`src/rtl/axi4lite_pkg.sv`:
```
// Shared AXI4-Lite definitions: response codes, data/strobe widths and the
// simple-to-AXI4-Lite master state encoding.
package axi4lite_pkg;

    localparam int unsigned DATA_WIDTH = 32;
    localparam int unsigned STRB_WIDTH = DATA_WIDTH / 8;
    localparam int unsigned RESP_WIDTH = 2;

    localparam logic [RESP_WIDTH-1:0] RESP_OKAY   = 2'b00;
    localparam logic [RESP_WIDTH-1:0] RESP_SLVERR = 2'b10;
    localparam logic [RESP_WIDTH-1:0] RESP_DECERR = 2'b11;

    typedef enum logic [2:0] {
        ST_IDLE    = 3'd0,
        ST_WR_REQ  = 3'd1,
        ST_WR_RESP = 3'd2,
        ST_RD_REQ  = 3'd3,
        ST_RD_RESP = 3'd4,
        ST_RESPOND = 3'd5
    } master_state_e;

    typedef struct packed {
        logic [DATA_WIDTH-1:0] wdata;
        logic [STRB_WIDTH-1:0] wstrb;
    } wr_payload_t;

    typedef struct packed {
        logic                  write;
        logic [RESP_WIDTH-1:0] resp;
        logic [DATA_WIDTH-1:0] rdata;
    } rsp_payload_t;

endpackage

```
`src/rtl/simple_to_axi4lite_master.sv`:
```
// Bridges a single-outstanding valid/ready command port onto an AXI4-Lite
// master interface and returns data plus the AXI response code.
module simple_to_axi4lite_master
    import axi4lite_pkg::*;
#(
    parameter int unsigned ADDR_WIDTH  = 32,
    parameter int unsigned CHECK_ALIGN = 1
) (
    input  logic                  clk,
    input  logic                  rst_n,

    input  logic                  cmd_valid,
    output logic                  cmd_ready,
    input  logic                  cmd_write,
    input  logic [ADDR_WIDTH-1:0] cmd_address,
    input  logic [DATA_WIDTH-1:0] cmd_wdata,
    input  logic [STRB_WIDTH-1:0] cmd_wstrb,

    output logic                  rsp_valid,
    input  logic                  rsp_ready,
    output logic [DATA_WIDTH-1:0] rsp_rdata,
    output logic [RESP_WIDTH-1:0] rsp_resp,
    output logic                  rsp_write,

    output logic [ADDR_WIDTH-1:0] AXI_AWADDR,
    output logic                  AXI_AWVALID,
    input  logic                  AXI_AWREADY,
    output logic [DATA_WIDTH-1:0] AXI_WDATA,
    output logic [STRB_WIDTH-1:0] AXI_WSTRB,
    output logic                  AXI_WVALID,
    input  logic                  AXI_WREADY,
    input  logic [RESP_WIDTH-1:0] AXI_BRESP,
    input  logic                  AXI_BVALID,
    output logic                  AXI_BREADY,
    output logic [ADDR_WIDTH-1:0] AXI_ARADDR,
    output logic                  AXI_ARVALID,
    input  logic                  AXI_ARREADY,
    input  logic [DATA_WIDTH-1:0] AXI_RDATA,
    input  logic [RESP_WIDTH-1:0] AXI_RRESP,
    input  logic                  AXI_RVALID,
    output logic                  AXI_RREADY
);

    master_state_e          r_state, w_state_nxt;
    logic                   r_cmd_ready, w_cmd_ready;
    logic                   r_awvalid, w_awvalid;
    logic                   r_wvalid, w_wvalid;
    logic                   r_bready, w_bready;
    logic                   r_arvalid, w_arvalid;
    logic                   r_rready, w_rready;
    logic                   r_rsp_valid, w_rsp_valid;
    logic                   r_aw_done, w_aw_done;
    logic                   r_w_done, w_w_done;
    logic [ADDR_WIDTH-1:0]  r_addr, w_addr;
    wr_payload_t            r_wr, w_wr;
    rsp_payload_t           r_rsp, w_rsp;
    logic                   w_misaligned;

    assign w_misaligned = (CHECK_ALIGN != 0) && (cmd_address[1:0] != 2'b00);

    // Next state plus next value of every registered output.
    always_comb begin
        w_state_nxt = r_state;
        w_cmd_ready = 1'b0;
        w_awvalid   = 1'b0;
        w_wvalid    = 1'b0;
        w_bready    = 1'b0;
        w_arvalid   = 1'b0;
        w_rready    = 1'b0;
        w_rsp_valid = 1'b0;
        w_aw_done   = r_aw_done;
        w_w_done    = r_w_done;
        w_addr      = r_addr;
        w_wr        = r_wr;
        w_rsp       = r_rsp;

        case (r_state)
            ST_IDLE: begin
                if (cmd_valid && r_cmd_ready) begin
                    w_addr     = cmd_address;
                    w_wr.wdata = cmd_wdata;
                    w_wr.wstrb = cmd_wstrb;
                    w_aw_done  = 1'b0;
                    w_w_done   = 1'b0;
                    if (w_misaligned) begin
                        w_rsp.write = cmd_write;
                        w_rsp.resp  = RESP_SLVERR;
                        w_rsp.rdata = '0;
                        w_rsp_valid = 1'b1;
                        w_state_nxt = ST_RESPOND;
                    end else if (cmd_write) begin
                        w_awvalid   = 1'b1;
                        w_wvalid    = 1'b1;
                        w_state_nxt = ST_WR_REQ;
                    end else begin
                        w_arvalid   = 1'b1;
                        w_state_nxt = ST_RD_REQ;
                    end
                end else begin
                    w_cmd_ready = 1'b1;
                end
            end

            // AW and W complete independently; each VALID drops after its own handshake.
            ST_WR_REQ: begin
                w_aw_done = r_aw_done | (r_awvalid & AXI_AWREADY);
                w_w_done  = r_w_done  | (r_wvalid  & AXI_WREADY);
                w_awvalid = ~w_aw_done;
                w_wvalid  = ~w_w_done;
                if (w_aw_done && w_w_done) begin
                    w_bready    = 1'b1;
                    w_state_nxt = ST_WR_RESP;
                end
            end

            ST_WR_RESP: begin
                if (AXI_BVALID && r_bready) begin
                    w_rsp.write = 1'b1;
                    w_rsp.resp  = AXI_BRESP;
                    w_rsp.rdata = '0;
                    w_rsp_valid = 1'b1;
                    w_state_nxt = ST_RESPOND;
                end else begin
                    w_bready = 1'b1;
                end
            end

            ST_RD_REQ: begin
                if (r_arvalid && AXI_ARREADY) begin
                    w_rready    = 1'b1;
                    w_state_nxt = ST_RD_RESP;
                end else begin
                    w_arvalid = 1'b1;
                end
            end

            ST_RD_RESP: begin
                if (AXI_RVALID && r_rready) begin
                    w_rsp.write = 1'b0;
                    w_rsp.resp  = AXI_RRESP;
                    w_rsp.rdata = AXI_RDATA;
                    w_rsp_valid = 1'b1;
                    w_state_nxt = ST_RESPOND;
                end else begin
                    w_rready = 1'b1;
                end
            end

            ST_RESPOND: begin
                if (r_rsp_valid && rsp_ready) begin
                    w_cmd_ready = 1'b1;
                    w_state_nxt = ST_IDLE;
                end else begin
                    w_rsp_valid = 1'b1;
                end
            end

            default: begin
                w_state_nxt = ST_IDLE;
            end
        endcase
    end

    always_ff @(posedge clk or negedge rst_n) begin
        if (!rst_n) begin
            r_state     <= ST_IDLE;
            r_cmd_ready <= 1'b0;
            r_awvalid   <= 1'b0;
            r_wvalid    <= 1'b0;
            r_bready    <= 1'b0;
            r_arvalid   <= 1'b0;
            r_rready    <= 1'b0;
            r_rsp_valid <= 1'b0;
            r_aw_done   <= 1'b0;
            r_w_done    <= 1'b0;
            r_addr      <= '0;
            r_wr        <= '0;
            r_rsp       <= '0;
        end else begin
            r_state     <= w_state_nxt;
            r_cmd_ready <= w_cmd_ready;
            r_awvalid   <= w_awvalid;
            r_wvalid    <= w_wvalid;
            r_bready    <= w_bready;
            r_arvalid   <= w_arvalid;
            r_rready    <= w_rready;
            r_rsp_valid <= w_rsp_valid;
            r_aw_done   <= w_aw_done;
            r_w_done    <= w_w_done;
            r_addr      <= w_addr;
            r_wr        <= w_wr;
            r_rsp       <= w_rsp;
        end
    end

    assign cmd_ready   = r_cmd_ready;
    assign rsp_valid   = r_rsp_valid;
    assign rsp_rdata   = r_rsp.rdata;
    assign rsp_resp    = r_rsp.resp;
    assign rsp_write   = r_rsp.write;
    assign AXI_AWADDR  = r_addr;
    assign AXI_AWVALID = r_awvalid;
    assign AXI_WDATA   = r_wr.wdata;
    assign AXI_WSTRB   = r_wr.wstrb;
    assign AXI_WVALID  = r_wvalid;
    assign AXI_BREADY  = r_bready;
    assign AXI_ARADDR  = r_addr;
    assign AXI_ARVALID = r_arvalid;
    assign AXI_RREADY  = r_rready;

endmodule

```
`config.mk`:
```
export PLATFORM = sky130hd
export DESIGN_NAME = simple_to_axi4lite_master
export DESIGN_NICKNAME = d
export VERILOG_FILES = /design/src/rtl/axi4lite_pkg.sv /design/src/rtl/simple_to_axi4lite_master.sv
export SDC_FILE = /design/constraint.sdc
export NUM_CORES = 1
export LEC_CHECK = 0
export ABC_AREA = 1
export CORE_AREA = 3 3 123 125
export DETAILED_ROUTE_END_ITERATION = 8
export DIE_AREA = 0 0 126 128
export GPL_ROUTABILITY_DRIVEN = 0
export MAX_ROUTING_LAYER = met4
export PLACE_DENSITY = 0.76
export SLEW_MARGIN = 15
export SYNTH_ARGS = -nofsm -noshare
export SYNTH_HDL_FRONTEND = slang
export SYNTH_SLANG_ARGS = --single-unit
```
`constraint.sdc`:
```
create_clock -name clk -period 1.4 [get_ports clk]
set_input_delay 0.28 -clock clk [delete_from_list [all_inputs] [get_ports clk]]
set_output_delay 0.28 -clock clk [all_outputs]
set_load 0.03 [all_outputs]
```
Word-level counts from Yosys, hierarchy flattened. Index checks and enable logic that the tools add are counted.

Reductions and logical operators: 14. Multiplexer cells: 42. Equality and inequality tests: 12. Bitwise operators: 6.

Operators with widths (count): $mux W35 (4); $pmux W35 S3 (1); $mux W3 (7); $mux W1 (19); $pmux W3 S6 (1); $pmux W1 S2 (8); $ne A2 B2 Y1 const B (7); $eq A3 B2 Y1 const B (2); $eq A3 B3 Y1 const B (2); $logic_and A1 B1 Y1 (6); $reduce_and A6 Y1 (1); $reduce_and A5 Y1 (1); $pmux W1 S4 (1); $reduce_and A2 Y1 (2); $reduce_bool A2 Y1 (2); $eq A3 B1 Y1 const B (1); $logic_not A3 Y1 (1); $reduce_bool A3 Y1 (1); $and A1 B1 Y1 (2); $mux W2 (1); $not A1 Y1 (2); $or A1 B1 Y1 (2).

Logic and storage cells: 90. Register bits after elaboration: 115. Input bits: 114. Output and inout port bits: 142.

Depth between registers and ports, before layout.
Depth in word-level cells: 5. Gate-level depth with buffers: 9. Gate-level depth less buffers: 8.

Worst setup path before layout. No wires, ideal clock.

Path kind: register to register. From: reg r_cmd_ready, in the netlist cmd_ready. To: reg r_rsp (netlist bit rsp_rdata[10]). Stages on the path, launching flop included: 9. Setup slack: -0.041 ns. Required time: 1.335 ns. Setup time: 0.065 ns. Arrival time: 1.376 ns. Clock period less this slack: 1.441 ns. Path buffers: 1. Path through: dfrtp_1 -> nand2_1 -> inv_1 -> a21oi_2 -> inv_1 -> nand2_4 -> buf_6 -> nand2_1 -> nand2_1.

Word-level cells in the longest chain between the ends: 3.

Ends and longest elaborated chain: start, declared (line simple_to_axi4lite_master.sv:45) `logic r_cmd_ready, w_cmd_ready;`; start signal, assigned (line simple_to_axi4lite_master.sv:181) `r_cmd_ready <= w_cmd_ready;`; $logic_and A1 B1 Y1 (line simple_to_axi4lite_master.sv:79) `if (cmd_valid && r_cmd_ready) begin`; $ne A2 B2 Y1 (no line); $reduce_and A5 Y1 (no line); end signal, assigned (line simple_to_axi4lite_master.sv:192) `r_rsp <= w_rsp;`; end, declared (line simple_to_axi4lite_master.sv:56) `rsp_payload_t r_rsp, w_rsp;`.

Every way passes these cells. A chain may end at the register's enable or synchronous reset.

Worst setup path after layout.
From: reg r_state[2]. To: reg r_addr[9], in the netlist AXI_ARADDR[9].

Word-level cells in the longest chain between the ends: 2.

Ends and longest elaborated chain: start, declared (line simple_to_axi4lite_master.sv:44) `master_state_e r_state, w_state_nxt;`; start signal, assigned (line simple_to_axi4lite_master.sv:180) `r_state <= w_state_nxt;`; $logic_not A3 Y1 (line simple_to_axi4lite_master.sv:77) `case (r_state)`; $reduce_and A2 Y1 (no line); end signal, assigned (line simple_to_axi4lite_master.sv:190) `r_addr <= w_addr;`; end, declared (line simple_to_axi4lite_master.sv:54) `logic [ADDR_WIDTH-1:0] r_addr, w_addr;`.

Every way passes these cells.

==> metrics.md <==
| Metric | Value |
|---|---|
| # nets final | approximately 1.0k |
| Max-slew headroom | 0.660 |
| First-pass GRT wire length | approximately 25000 um |
| Hold Crit Start | cmd_wdata[13] |
| Worst hold path class | input pin to register |
| Least-Margin Pin Slew | ~0.51 ns |
| # IOs | between 200 and 300 |
| CP delay by family, top | simple AND/OR/NAND/NOR gates |
| Row Count | 43 |
| Core Region | 14000 um2 |
| WS Path Type | register to register |
| Setup crit start kind | register |
| Leading area contributor after synthesis | dfrtp_1 |
| Post-synth EDFFs | 0 |
| Worst Setup End Kind | register |
| Top post-synthesis cells by area | dfrtp_1 (56%), nand2_1 (25%), buf_4 (5.2%) |
| RR Startpoint | r_state[2]$_DFFE_PN0P_ |
| Max cap viols | 0 |
| Drt total wl | 17500 um |
| Avg Vias per Cell | about 4.5 |
| Sequential share of power | 0.261 |
| Area Growth Syn to Fin | 71.9% |
| Seq/Total Area, Yosys | 0.565 |
| Post-layout min period | 1.58 ns |
| CP Data Arrival Time | approximately 1.9 ns |
| Violated checks | setup timing |
| Initial Util | 0.364 |
| FF-to-FF setup slack | -0.18 ns |
| Total number of H-tree levels | 4 |
| VDD IR max | 0.00100 V |
| Worst skew pair latency | between 0.4 and 0.5 ns |
| Vias | approximately 5.0k |
| Die ar. | between 15000 and 20000 um2 |
| Final setup viols | between 100 and 150 |
| Slowest CP cell | dfrtp_2 |
| Final period util | 1.13 |
| Synth cell count leaders | nand2_1 (344), dfrtp_1 (115), inv_1 (44), nor2_1 (39), buf_4 (35) |
| Sw Ratio | 0.460 |
| Syn. warnings | 0 |
| Synth unique cells | 21 |
| Async SR Flop Fraction | 1.00 |
| PD cells | approximately 2500 nW/um2 |
| Max FO, Critical Path | 8 |
| Vias in the first global route | 4813 |
| Post-place setup slack | -0.624 ns |
| Initial antenna violation count | 0 |
| Die Width | roughly 130 um |
| Synth Cell Area | between 5000 and 6000 um2 |
| Wire per inst | between 15 and 20 um |
| Hold Path Depth | 3 |
| Max Buffers Root-to-Sink | 2 |
| # diodes | 0 |
| Fin Clk Skew | 0.00836 ns |
| Pre-antenna DRT Iters | 6 |
| Internal cell power | between 10 and 15 mW |
| CP required | between 1.5 and 2 ns |
| CTS Buf Count | 17 |
| Top-count cell post-synth | nand2_1 |
| TritonCTS sink count | between 100 and 150 |
| Worst hold slack | roughly 0.40 ns |
| Crit-path max cell delay | between 0.4 and 0.5 ns |
| Total grt overflow | 0 |
| Max frequency | around 630 MHz |
| R2R Path End | AXI_ARADDR[9]$_DFFE_PN0P_ |
| Slew Limit Fails | 0 |
| Initial drt markers | 295 |
| GRT Util Overall | 0.201 |
| Syn_nets | between 700 and 800 |
| Final core utilization | 0.626 |
| Synth top area share | 0.565 |
| Cells after synthesis | 634 |
| Worst setup margin | -0.178 ns |
| Hpwl dp | 11100 um |
| Fillers | between 1k and 1.5k |
| Switching pwr | about 9.9 mW |
| Synth Register Bits | 115 |
| Prevailing post-synth register cell | dfrtp_1 |
| DR DRC count | 0 |
| Pleak | around 4.7 nW |
| RSZ-0062 raised after global routing | yes |
| PortBufs | about 260 |
| Critical-path cell list | nor2_4, nand2_4, buf_12, nor2_4, buf_12, inv_8, clkbuf_16, nand2_1, nand2_1 |
| Clock group share of total power | 0.183 |
| CTS tree | built |
| Buffer and inverter count on the worst path | 4 |
| Hold EP | AXI_WDATA[13]$_DFFE_PN0P_ |
| Final count of hold timing violations | 0 |
| Die height | about 130 um |
| Final ANT Viol Nets | 0 |
| Largest net degree at the start of global routing | 77 |
| Syn Area/Cell | roughly 8 um2 |
| Clk root buf | clkbuf_16 |
| FF-to-FF path depth | 9 |
| Share of layout cells above drive strength 1 | 0.321 |
| Combinational Power Share | 0.555 |
| Status | complete, but fails checks |
| Clock Pin Slew Worst Setup and Hold Paths | around 0.06 ns |
[final cells by class]
cell class                      instances  area, um2  share of cell area
Timing Repair Buffer                  326       3080               0.352
Clock buffer                           18        439              0.0501
Inverter                               47        189              0.0216
Sequential cell                       115       2880               0.329
Multi-Input combinational cell        417       1840               0.210
Tap cell                              180        225              0.0257
Clock inverter                         14        108              0.0123
[worst max path at each step]
| stage | start | end | slack (ns) | cells past startpoint |
|---|---|---|---|---|
| after floorplan | cmd_ready$_DFF_PN0_ | rsp_rdata[10]$_DFFE_PN0P_ | 0.009 | 8 |
| after global placement | AXI_BVALID | rsp_rdata[13]$_DFFE_PN0P_ | -0.55 | 7 |
| after detailed placement | AXI_RVALID | rsp_rdata[2]$_DFFE_PN0P_ | -0.62 | 7 |
| after CTS | r_state[2]$_DFFE_PN0P_ | AXI_WSTRB[3]$_DFFE_PN0P_ | -0.13 | 8 |
| after global routing | r_state[2]$_DFFE_PN0P_ | AXI_ARADDR[14]$_DFFE_PN0P_ | -0.23 | 9 |
| final | r_state[2]$_DFFE_PN0P_ | AXI_ARADDR[9]$_DFFE_PN0P_ | -0.18 | 9 |
[worst reg2reg max path, delay by kind of cell (launching register included)]
family | cells | cell delay [ns]
buffers and inverters | 4 | 0.49
DFF | 1 | 0.46
and+or+nand+nor | 5 | 0.51
[power by group through the flow]
stage                     clock (mW)  sequential (mW)  combinational, mW
after detailed placement           0             5.64               11.5
after CTS                       4.04             5.62               11.3
after global placement             0             5.60               11.3
after global routing            4.19             5.82               12.7
after floorplan                    0             8.08               4.20
final                           3.95             5.63               12.0
[metal layers]
layer | up-vias | track usage | wire length, um | share of wire
li1 | 2448 | - | - | -
met1 | 2340 | 0.240 | 7170 | 0.41
met2 | 183 | 0.323 | 8970 | 0.51
met3 | 28 | 0.0604 | 950 | 0.054
met4 | 0 | 0.0757 | 382 | 0.022
met5 | - | - | 0 | 0
[cell usage in the layout (no fill, tap or decap), types with 2 or more instances in the layout]
cell             netlist  routed
a21oi_4                0       2
buf_12                 0      18
buf_2                  7      90
buf_4                 35      39
buf_6                  6      15
buf_8                  0       4
clkbuf_16              0      24
clkdlybuf4s15_2        0      39
clkdlybuf4s50_1        0     112
clkinv_2               0       2
clkinv_4               0       4
clkinvlp_4             0       6
dfrtp_1              115     112
dfrtp_2                0       3
inv_1                 44      43
inv_4                  0       2
inv_6                  0       2
nand2_1              344     314
nand2_2                1      28
nand2_4                1       3
nand3_1               11       9
nand3_4                0       3
nor2_1                39      34
nor2_2                 0       3
nor2_4                 3       6
o21ai_0                8       5
o21ai_1                0       3
[logic make-up after synthesis]
group	Yosys count	share of synthesized area
simple gates	402	0.308
flops	115	0.565
buf+inv	103	0.112
compound gates	14	0.0152
[sequential cells by signal, indices dropped and copies added, names as in the netlist, 2 cells and up]
signal      flops
AXI_ARADDR     32
AXI_WDATA      32
rsp_rdata      32
AXI_WSTRB       4
r_state         3
rsp_resp        2
[through the flow]
step | TNS, ns | instance area, um2 | power, mW | cells
floorplan | 0 | 5110 | 12.3 | 634
global placement | -34.39 | 7930 | 16.9 | 1053
detailed placement | -37.52 | 7930 | 17.1 | 1053
CTS | -10.04 | 8650 | 21.0 | 1095
global route | -21.25 | 8760 | 22.7 | 1117
finish | -14.88 | 8760 | 21.5 | 1117
[repair_timing]
item,CTS,global route
hold endpoints to repair,115,0
hold buffers,1,0
pin swaps,3,24
gates resized for setup,456,197
gates cloned,2,11
setup endpoints to repair,238,184
buffers inserted,7,12
No activity file was read; power rests on OpenSTA's default activity.
